### src/rtl/control_pkg.sv
// Shared encodings for the registered ID/EX control decoder: opcodes, functs,
// ALUOp/branch/regDst codes, the control bundle layout and the pipe FSM states.
`default_nettype none

package control_pkg;

  localparam logic [5:0] OP_RTYPE = 6'b000000;
  localparam logic [5:0] OP_J     = 6'b000010;
  localparam logic [5:0] OP_JAL   = 6'b000011;
  localparam logic [5:0] OP_BEQ   = 6'b000100;
  localparam logic [5:0] OP_BNE   = 6'b000101;
  localparam logic [5:0] OP_ADDI  = 6'b001000;
  localparam logic [5:0] OP_ADDIU = 6'b001001;
  localparam logic [5:0] OP_SLTI  = 6'b001010;
  localparam logic [5:0] OP_ANDI  = 6'b001100;
  localparam logic [5:0] OP_ORI   = 6'b001101;
  localparam logic [5:0] OP_XORI  = 6'b001110;
  localparam logic [5:0] OP_LUI   = 6'b001111;
  localparam logic [5:0] OP_LOAD  = 6'b100???;
  localparam logic [5:0] OP_STORE = 6'b101???;
  localparam logic [5:0] OP_HALT  = 6'b111111;

  localparam logic [5:0] FN_JR = 6'b001000;

  localparam logic [2:0] ALU_ADD   = 3'b000;
  localparam logic [2:0] ALU_SUB   = 3'b001;
  localparam logic [2:0] ALU_RFUNC = 3'b010;
  localparam logic [2:0] ALU_AND   = 3'b011;
  localparam logic [2:0] ALU_OR    = 3'b100;
  localparam logic [2:0] ALU_XOR   = 3'b101;
  localparam logic [2:0] ALU_LUI   = 3'b110;
  localparam logic [2:0] ALU_SLT   = 3'b111;

  localparam logic [2:0] BR_NONE = 3'b000;
  localparam logic [2:0] BR_BEQ  = 3'b001;
  localparam logic [2:0] BR_BNE  = 3'b010;
  localparam logic [2:0] BR_JMP  = 3'b011;
  localparam logic [2:0] BR_JR   = 3'b100;

  localparam logic [1:0] DST_RT  = 2'b00;
  localparam logic [1:0] DST_RD  = 2'b01;
  localparam logic [1:0] DST_R31 = 2'b10;

  typedef struct packed {
    logic [2:0] alu_op;
    logic       alu_src;
    logic [1:0] reg_dst;
    logic [2:0] branch;
    logic       mem_read;
    logic       mem_write;
    logic       mem_to_reg;
    logic       reg_write;
  } ctrl_t;

  localparam int CTRL_W = $bits(ctrl_t);

  typedef enum logic [1:0] {
    ST_RUN    = 2'd0,
    ST_DRAIN  = 2'd1,
    ST_HALTED = 2'd2
  } state_t;

  // R-type functs the EX-stage ALU understands; anything else is flagged illegal.
  function automatic logic funct_legal(input logic [5:0] funct);
    case (funct)
      6'b000000, 6'b000010, 6'b000011, 6'b000100, 6'b000110, 6'b000111,
      6'b001000, 6'b100000, 6'b100001, 6'b100010, 6'b100011, 6'b100100,
      6'b100101, 6'b100110, 6'b100111, 6'b101010, 6'b101011:
        funct_legal = 1'b1;
      default:
        funct_legal = 1'b0;
    endcase
  endfunction

endpackage

`default_nettype wire

### src/rtl/control_decode.sv
// Purely combinational decode of one instruction word into the control bundle,
// plus halt / illegal / nop classification for the pipe register stage.
`default_nettype none

module control_decode
  import control_pkg::*;
#(
  parameter int N_BITS      = 32,
  parameter int N_BITS_OP   = 6,
  parameter int N_BITS_FUNC = 6
) (
  input  logic [N_BITS-1:0] instr,
  output logic [CTRL_W-1:0] ctrl,
  output logic              is_halt,
  output logic              is_illegal,
  output logic              is_nop
);

  logic [N_BITS_OP-1:0]   opcode;
  logic [N_BITS_FUNC-1:0] funct;
  ctrl_t                  dec;
  logic                   halt_raw;
  logic                   illegal_raw;

  assign opcode = instr[N_BITS-1 -: N_BITS_OP];
  assign funct  = instr[N_BITS_FUNC-1:0];
  assign is_nop = (instr == '0);

  always_comb begin
    dec         = '0;
    halt_raw    = 1'b0;
    illegal_raw = 1'b0;
    casez (opcode)
      OP_RTYPE: begin
        dec.reg_dst   = DST_RD;
        dec.alu_op    = ALU_RFUNC;
        dec.reg_write = 1'b1;
        if (funct == FN_JR) begin
          dec.branch    = BR_JR;
          dec.reg_write = 1'b0;
        end else if (!funct_legal(funct)) begin
          illegal_raw = 1'b1;
        end
      end
      OP_ADDI, OP_ADDIU, OP_SLTI, OP_ANDI, OP_ORI, OP_XORI, OP_LUI: begin
        dec.alu_src   = 1'b1;
        dec.reg_write = 1'b1;
        dec.reg_dst   = DST_RT;
        case (opcode)
          OP_SLTI: dec.alu_op = ALU_SLT;
          OP_ANDI: dec.alu_op = ALU_AND;
          OP_ORI:  dec.alu_op = ALU_OR;
          OP_XORI: dec.alu_op = ALU_XOR;
          OP_LUI:  dec.alu_op = ALU_LUI;
          default: dec.alu_op = ALU_ADD;
        endcase
      end
      OP_BEQ: begin
        dec.branch = BR_BEQ;
        dec.alu_op = ALU_SUB;
      end
      OP_BNE: begin
        dec.branch = BR_BNE;
        dec.alu_op = ALU_SUB;
      end
      OP_J: dec.branch = BR_JMP;
      OP_JAL: begin
        dec.branch    = BR_JMP;
        dec.reg_dst   = DST_R31;
        dec.reg_write = 1'b1;
      end
      OP_LOAD: begin
        dec.mem_read   = 1'b1;
        dec.mem_to_reg = 1'b1;
        dec.alu_src    = 1'b1;
        dec.reg_write  = 1'b1;
        dec.alu_op     = ALU_ADD;
      end
      OP_STORE: begin
        dec.mem_write = 1'b1;
        dec.alu_src   = 1'b1;
        dec.alu_op    = ALU_ADD;
      end
      OP_HALT: halt_raw = 1'b1;
      default: illegal_raw = 1'b1;
    endcase
  end

  // The all-zero word decodes as an R-type sll; it must stay a silent nop.
  assign is_halt    = halt_raw && !is_nop;
  assign is_illegal = illegal_raw && !is_nop;
  assign ctrl       = (is_nop || halt_raw || illegal_raw) ? '0 : dec;

endmodule

`default_nettype wire

### src/rtl/control_pipe.sv
// ID/EX control register with stall/flush bubbles, halt-drain FSM,
// illegal-opcode pulse and a count of issued valid control words.
`default_nettype none

module control_pipe
  import control_pkg::*;
#(
  parameter int N_BITS       = 32,
  parameter int N_BITS_OP    = 6,
  parameter int N_BITS_FUNC  = 6,
  parameter int N_BITS_ALUOP = 3,
  parameter int DRAIN_CYCLES = 4,
  parameter int N_BITS_CNT   = N_BITS
) (
  input  logic                    i_clk,
  input  logic                    i_reset,
  input  logic                    i_valid,
  input  logic                    i_stall,
  input  logic                    i_flush,
  input  logic [N_BITS-1:0]       i_instruccion,
  output logic [N_BITS_ALUOP-1:0] o_control_EX_ALUOp,
  output logic                    o_control_EX_ALUSrc,
  output logic [1:0]              o_control_EX_regDst,
  output logic [2:0]              o_control_M_branch,
  output logic                    o_control_M_memRead,
  output logic                    o_control_M_memWrite,
  output logic                    o_control_WB_memtoReg,
  output logic                    o_control_WB_regWrite,
  output logic                    o_ctrl_valid,
  output logic                    o_illegal,
  output logic                    o_draining,
  output logic                    o_halted,
  output logic [N_BITS_CNT-1:0]   o_instr_count
);

  localparam int DRAIN_W = $clog2(DRAIN_CYCLES + 1);

  logic [CTRL_W-1:0] dec_bits;
  ctrl_t             dec_ctrl;
  logic              dec_halt;
  logic              dec_illegal;
  logic              dec_nop;

  state_t            state;
  state_t            state_next;
  logic [DRAIN_W-1:0] drain_cnt;

  logic              accept;
  logic              take_halt;
  logic              issue_valid;
  logic              illegal_next;
  ctrl_t             issue_ctrl;

  ctrl_t             ctrl_q;
  logic              valid_q;
  logic              illegal_q;
  logic [N_BITS_CNT-1:0] count_q;

  control_decode #(
    .N_BITS      (N_BITS),
    .N_BITS_OP   (N_BITS_OP),
    .N_BITS_FUNC (N_BITS_FUNC)
  ) u_decode (
    .instr      (i_instruccion),
    .ctrl       (dec_bits),
    .is_halt    (dec_halt),
    .is_illegal (dec_illegal),
    .is_nop     (dec_nop)
  );

  assign dec_ctrl = ctrl_t'(dec_bits);

  // Decode only reaches the register when nothing of higher priority intervenes.
  assign accept    = (state == ST_RUN) && !i_flush && !i_stall && i_valid;
  assign take_halt = accept && dec_halt;

  always_ff @(posedge i_clk or posedge i_reset) begin
    if (i_reset) begin
      state <= ST_RUN;
    end else begin
      state <= state_next;
    end
  end

  always_comb begin
    state_next = state;
    case (state)
      ST_RUN:    if (take_halt) state_next = ST_DRAIN;
      ST_DRAIN:  if (drain_cnt == '0) state_next = ST_HALTED;
      ST_HALTED: state_next = ST_HALTED;
      default:   state_next = ST_RUN;
    endcase
  end

  always_comb begin
    issue_valid  = 1'b0;
    illegal_next = 1'b0;
    issue_ctrl   = '0;
    if (accept) begin
      illegal_next = dec_illegal;
      if (!dec_nop && !dec_halt && !dec_illegal) begin
        issue_valid = 1'b1;
        issue_ctrl  = dec_ctrl;
      end
    end
  end

  always_ff @(posedge i_clk or posedge i_reset) begin
    if (i_reset) begin
      drain_cnt <= '0;
    end else if (take_halt) begin
      drain_cnt <= DRAIN_W'(DRAIN_CYCLES - 1);
    end else if (state == ST_DRAIN && drain_cnt != '0) begin
      drain_cnt <= drain_cnt - 1'b1;
    end
  end

  always_ff @(posedge i_clk or posedge i_reset) begin
    if (i_reset) begin
      ctrl_q    <= '0;
      valid_q   <= 1'b0;
      illegal_q <= 1'b0;
      count_q   <= '0;
    end else begin
      ctrl_q    <= issue_ctrl;
      valid_q   <= issue_valid;
      illegal_q <= illegal_next;
      if (issue_valid) begin
        count_q <= count_q + 1'b1;
      end
    end
  end

  assign o_control_EX_ALUOp    = N_BITS_ALUOP'(ctrl_q.alu_op);
  assign o_control_EX_ALUSrc   = ctrl_q.alu_src;
  assign o_control_EX_regDst   = ctrl_q.reg_dst;
  assign o_control_M_branch    = ctrl_q.branch;
  assign o_control_M_memRead   = ctrl_q.mem_read;
  assign o_control_M_memWrite  = ctrl_q.mem_write;
  assign o_control_WB_memtoReg = ctrl_q.mem_to_reg;
  assign o_control_WB_regWrite = ctrl_q.reg_write;
  assign o_ctrl_valid          = valid_q;
  assign o_illegal             = illegal_q;
  assign o_draining            = (state == ST_DRAIN);
  assign o_halted              = (state == ST_HALTED);
  assign o_instr_count         = count_q;

endmodule

`default_nettype wire

### config.mk
export PLATFORM = sky130hd
export DESIGN_NAME = control_pipe
export DESIGN_NICKNAME = d
export VERILOG_FILES = /design/src/rtl/control_pkg.sv /design/src/rtl/control_decode.sv /design/src/rtl/control_pipe.sv
export SDC_FILE = /design/constraint.sdc
export NUM_CORES = 1
export LEC_CHECK = 0
export CAP_MARGIN = 40
export CORE_MARGIN = 5
export CORE_UTILIZATION = 46
export DETAILED_ROUTE_END_ITERATION = 8
export GPL_TIMING_DRIVEN = 0
export HOLD_SLACK_MARGIN = 0.02
export PLACE_DENSITY = 0.8
export SYNTH_ARGS = -nofsm -noshare
export SYNTH_HDL_FRONTEND = slang
export SYNTH_SLANG_ARGS = --single-unit
### constraint.sdc
create_clock -name i_clk -period 3.1 [get_ports i_clk]
set_clock_uncertainty 0.05 [all_clocks]
set_input_delay 0.31 -clock i_clk [delete_from_list [all_inputs] [get_ports i_clk]]
set_output_delay 0.31 -clock i_clk [all_outputs]
set_load 0.01 [all_outputs]
==> flow_summary.json, run 1 <==
{
  "power_density_mw_per_mm2": 409,
  "n_antenna_cell": 0,
  "cts_tree": "done",
  "io-pin-count": 86,
  "switchingPower_mw": 0.400,
  "slew_violations": 0,
  "grt_pass1_wl_mm": 10.4,
  "vias": 2200,
  "rsz0062_at_grt": "no",
  "htreeDepth": 2,
  "cts_buffers": 5,
  "place.gp.congestion": 0.872,
  "core-area_mm2": 0.00554,
  "crit_fanout": 10,
  "finalCriticalPeriod_ps": 2230,
  "wirelength_mm": 6.12,
  "clk-insertion-delay-late_ps": 300,
  "combPwrFrac": 0.223,
  "dieHeight_um": 85.6,
  "leakagePower_nw": 1.59,
  "yosysUniqueCellTypes": 48,
  "tightest_slew_ps": 650,
  "ir_drop_uv": 241,
  "synthTopCellsByCount": "dfrtp_1, xnor2_1, and3_1, nand2_1, nand4_1",
  "fmax_mhz": 448,
  "yosysWarningCount": 0,
  "yosysMostFrequentCell": "dfrtp_1",
  "min_path_type": "in -> async",
  "synth_area_leaders": "dfrtp_1, xnor2_1, and3_1",
  "run_status": "finished, final reports clean",
  "synth_flop_cell": "dfrtp_1",
  "clockPowerShare": 0.273,
  "synth_nets": 289,
  "finalSetupTns_ps": 0,
  "drive_gt1_frac": 0.0855,
  "synth_area_mm2": 0.00263,
  "synth-seq-area-share": 0.486,
  "wl_per_cell_um": 14.9,
  "drc": 0,
  "antenna_found_initial": 0,
  "cp_cell_sequence": "clkdlybuf4s50_1, nor4_4, and4b_1, a31oi_1, and4_1, buf_6, buf_6, mux2_4",
  "clk_pin_slew_worst_paths_ps": 90,
  "slowest_stage": "clkdlybuf4s50_1",
  "dp_hpwl_mm": 4.81,
  "critical_path.max_stage_delay_ps": 510,
  "start_util": 0.474,
  "cp.arrival_ps": 2370,
  "fp-row-count": 27,
  "finalHoldViolCount": 0,
  "synth_top_cell_by_area": "dfrtp_1",
  "cp-end-kind": "register",
  "pwr-share-seq": 0.504,
  "synth_top_area_frac": 0.486,
  "async_flop_share": 1.00,
  "cp-start-kind": "primary input",
  "required_ps": 3240,
  "switching_share": 0.266,
  "cts_resized": 0,
  "drtPass1Iterations": 4,
  "cap_violations": 0,
  "hold_buffers": 0,
  "port_buffers": 84,
  "clk_path_buf_depth": 2,
  "die_x_um": 85.6,
  "p_int_mw": 1.11,
  "synth-seq-cells": 51,
  "cp_common_cell": "buf_6",
  "drt_iter0_drc": 134,
  "grt_use_total": 0.176,
  "overflow": 0,
  "nNetsFinal": 381,
  "cts_root_buf": "clkbuf_8",
  "netlist_instances": 246,
  "vias_per_cell": 5.35,
  "place_ws_ps": 557,
  "grt_pass1_vias": 2271,
  "drt.antenna.violating_nets": 0,
  "synth.avg_cell_area_um2": 10.7,
  "cts_setup_buffers": 0,
  "layout_setup_ws_ps": 870,
  "hold_ws_ps": 318,
  "dieArea_mm2": 0.00732,
  "cts.sinks": 51,
  "setup_violations": 0,
  "grt_max_degree": 28,
  "synth_edf_count": 0,
  "critPathKind": "in -> reg",
  "slew_headroom": 0.565,
  "area_delta_synth_final_pct": 40.0,
  "period_share": 0.719
}
## state kept, by name (all words and copies together) (netlist names), 2 cells and up
name / flops
o_instr_count: 32
drain_cnt: 3
o_control_EX_ALUOp: 3
o_control_M_branch: 3
o_control_EX_regDst: 2
state: 2
## layout by cell type (no fill, tap or decap), types with 2 or more instances in the layout
master | netlist | routed
mux2i_1 | 3 | 3
clkbuf_1 | 3 | 4
nor4_1 | 4 | 4
a31oi_1 | 2 | 2
nand2_1 | 17 | 17
and4_1 | 5 | 5
o21ai_0 | 2 | 2
o21a_1 | 2 | 2
a211oi_1 | 2 | 2
nor3_1 | 2 | 2
nor2b_1 | 5 | 5
and2_1 | 3 | 3
clkbuf_8 | 0 | 7
clkdlybuf4s50_1 | 0 | 84
buf_2 | 3 | 3
nand2b_1 | 2 | 2
a21oi_1 | 6 | 6
buf_4 | 5 | 5
buf_6 | 3 | 3
ha_1 | 6 | 6
nand3_1 | 14 | 14
nor2_1 | 10 | 10
inv_1 | 8 | 7
xnor2_1 | 32 | 32
nand4_1 | 16 | 16
and3_1 | 17 | 17
dfrtp_1 | 51 | 51
## cell type report
cell class                      instances  area [um^2]
Sequential cell                        51         1280
Fill cell                             457         1860
Multi-Input combinational cell        173         1220
Timing Repair Buffer                   85          861
Tap cell                               72         90.1
Buffer                                 14         97.6
Clock buffer                            8          100
Inverter                                8         30.0
## power by group through the flow
stage	clock network (mW)	registers, mW	logic, mW
after floorplan	0	0.773	0.178
after global placement	0	0.771	0.322
after detailed placement	0	0.773	0.341
after CTS	0.425	0.761	0.342
after global routing	0.451	0.769	0.369
final	0.411	0.759	0.336
## critical path, delay by kind of cell
kind / cells / cell delay [ps]
AOI/OAI and AO/OA: 1 / 100
buffers and inverters: 3 / 770
muxes: 1 / 300
and+or+nand+nor: 3 / 890
## through the flow
stage	utilization	cells	instance area [um^2]	power (mW)
global route	0.664	411	3680	1.59
floorplan	-	246	2630	0.951
global placement	0.642	402	3560	1.09
finish	0.664	411	3680	1.51
CTS	0.664	411	3680	1.53
detailed placement	0.646	403	3580	1.11
## metal layers
metal / vias up / GRT usage / routed length [um] / part of all wire
met3: 4 / 0.0644 / 595 / 0.097
met2: 85 / 0.310 / 3070 / 0.50
met5: - / 0 / 0 / 0
li1: 1053 / - / - / -
met4: 0 / 0.0432 / 38 / 0.0062
met1: 1058 / 0.202 / 2420 / 0.40
## final timing paths
kind / end / startpoint / cells after the start / slack, ps
max: o_instr_count[1]$_DFFE_PP0P_ / i_instruccion[27] / 8 / 870
min: o_instr_count[7]$_DFFE_PP0P_ / i_reset / 2 / 320
max reg2reg: o_instr_count[20]$_DFFE_PP0P_ / o_instr_count[5]$_DFFE_PP0P_ / 7 / 1060
min reg2reg: o_instr_count[31]$_DFFE_PP0P_ / o_instr_count[31]$_DFFE_PP0P_ / 1 / 430
max in group asynchronous: o_instr_count[12]$_DFFE_PP0P_ / i_reset / 3 / 2170
min in group i_clk: o_control_EX_ALUSrc$_DFF_PP0_ / i_instruccion[29] / 3 / 370
## cell families (layout without fill, tap and decap cells)
kind of cell,after synthesis,count (layout),synth area share
flip-flops,51,51,0.486
buffers and inverters,22,115,0.0486
multiplexers,5,5,0.0214
AO/OA/AOI/OAI,22,22,0.0591
XOR/XNOR,33,33,0.110
AND/OR/NAND/NOR,107,107,0.246
adder cells (fa/ha/maj),6,6,0.0286
No activity file was read; power rests on OpenSTA's default activity.
==> inputs of run 2 (changes only) <==
==> constraint.sdc (replaced) <==
create_clock -name i_clk -period 2.1 [get_ports i_clk]
set_clock_uncertainty 0.05 [all_clocks]
set_input_delay 0.21 -clock i_clk [delete_from_list [all_inputs] [get_ports i_clk]]
set_output_delay 0.21 -clock i_clk [all_outputs]
set_load 0.01 [all_outputs]
==> run 2 against run 1 <==
Sequential cell count did not move. First-iteration DRC count up 2.2%. Design area rose by 1.6%. Setup slack worse by 790 ps. Register-to-register slack worse by 920 ps. Core utilization increased by 1.1 points. Worst hold slack worse by 100 ps. Global-route usage grew 0.14 points. Sequential share of layout area down 0.55 points. Cell count rose by 0.49%.
==> flow_summary.json, run 2 (synthesis results as in run 1) <==
{
  "final_common_cell": "clkdlybuf4s50_1",
  "cts_buffers": 5,
  "grt_use_total": 0.177,
  "dpl_cell_area_mm2": 0.00358,
  "critPathKind": "in -> reg",
  "cap_violations": 0,
  "pwr-share-seq": 0.500,
  "drt.antenna.violating_nets": 0,
  "slew_headroom": 0.634,
  "slew_violations": 0,
  "fin_util": 0.674,
  "leakagePower_nw": 1.63,
  "drc": 0,
  "n_antenna_cell": 0,
  "place.gp.congestion": 0.872,
  "combPwrFrac": 0.230,
  "start_util": 0.474,
  "core-area_mm2": 0.00554,
  "p_int_mw": 1.64,
  "required_ps": 2240,
  "cp-end-kind": "register",
  "wl_per_cell_um": 15.2,
  "hold_buffers": 0,
  "run_status": "finished, final reports clean",
  "finalHoldViolCount": 0,
  "vias": 2220,
  "cp-start-kind": "primary input",
  "vias_per_cell": 5.38,
  "layout_common_cells": "clkdlybuf4s50_1, dfrtp_1, xnor2_1",
  "power.total_mw": 2.24,
  "cp.arrival_ps": 2160,
  "crit_fanout": 10,
  "setup_violations": 0,
  "finalCriticalPeriod_ps": 2020,
  "clk_path_buf_depth": 2,
  "area_delta_synth_final_pct": 42.3,
  "die_x_um": 85.6,
  "ir_drop_uv": 355,
  "grt_max_degree": 28,
  "power_density_mw_per_mm2": 600,
  "dieArea_mm2": 0.00732,
  "port_buffers": 84,
  "switchingPower_mw": 0.599,
  "htreeDepth": 2,
  "io-pin-count": 86,
  "grt_pass1_vias": 2282,
  "nNetsFinal": 383,
  "antenna_found_initial": 0,
  "reg2reg_to": "o_instr_count[1]$_DFFE_PP0P_",
  "overflow": 0,
  "period_share": 0.963,
  "cts.sinks": 51,
  "timing.rr.start": "state[1]$_DFFE_PP0P_",
  "worstRegToRegCells": 8,
  "final_cell_area_mm2": 0.00374,
  "layout_setup_ws_ps": 78.6,
  "drive_gt1_frac": 0.117,
  "cts_tree": "done",
  "reg2reg_slack_ps": 140,
  "place_ws_ps": -343,
  "fp-row-count": 27,
  "tightest_slew_ps": 547,
  "dp_hpwl_mm": 4.81,
  "grt_pass1_wl_mm": 10.5,
  "clockPowerShare": 0.270,
  "startpoint": "i_instruccion[9]",
  "dieHeight_um": 85.6,
  "min_path_type": "in -> async",
  "drt_iter0_drc": 137,
  "cts_root_buf": "clkbuf_8",
  "clk-insertion-delay-late_ps": 300,
  "largest_reg_flops": 32,
  "wirelength_mm": 6.28,
  "drtPass1Iterations": 4,
  "clk_pin_slew_worst_paths_ps": 90,
  "fmax_mhz": 495,
  "switching_share": 0.267
}
[run 2: how the worst max path moves through the flow]
stage,end,slack [ps],cells after the start
floorplan,o_instr_count[1]$_DFFE_PP0P_,260,7
global placement,o_instr_count[1]$_DFFE_PP0P_,-340,8
detailed placement,o_instr_count[1]$_DFFE_PP0P_,-340,8
CTS,o_control_M_branch[0]$_DFF_PP0_,0.06,10
global route,o_instr_count[20]$_DFFE_PP0P_,-4,9
finish,o_instr_count[1]$_DFFE_PP0P_,80,8
[run 2: area by class of cell]
cell class | instances | area [um^2]
inverters | 8 | 30.0
flip-flops and latches | 51 | 1280
clock buffers | 8 | 100
fillers | 460 | 1800
well taps | 72 | 90.1
plain buffers | 13 | 97.6
repair buffers | 88 | 891
multi-input cells | 173 | 1250
[run 2: repair_timing]
action | in CTS | in global routing
setup buffers | 1 | 2
cloned | 0 | 0
resized for setup | 1 | 11
endpoints found under the setup margin | 2 | 37
pin swaps | 1 | 3
[run 2: metal layers]
layer  wire length, um  GRT usage  up-vias
met1              2460      0.205     1060
met2              3140      0.310       99
met4                57     0.0460        0
li1                  -          -     1055
met3               625     0.0644        6
met5                 0          0        -
[run 2: stage by stage]
step	cells	hold slack [ps]	setup TNS (ps)
CTS	412	226	0
finish	413	217	0
detailed placement	403	425	-10940
global placement	402	409	-26520
global route	413	252	-6.40
floorplan	246	268	0
[run 2: power by group through the flow]
stage                     combinational [mW]  clock [mW]  sequential, mW
after floorplan                        0.263           0            1.14
after global placement                 0.475           0            1.14
after detailed placement               0.504           0            1.14
after CTS                              0.506       0.627            1.12
after global routing                   0.567       0.669            1.13
final                                  0.516       0.605            1.12
[run 2: worst max-delay path: stages]
cell and delay, ps:
clkdlybuf4s50_1 400, or4_4 530, nor3_2 120, a31oi_1 110, and4_1 220, buf_6 120, buf_6 140, mux2_4 300
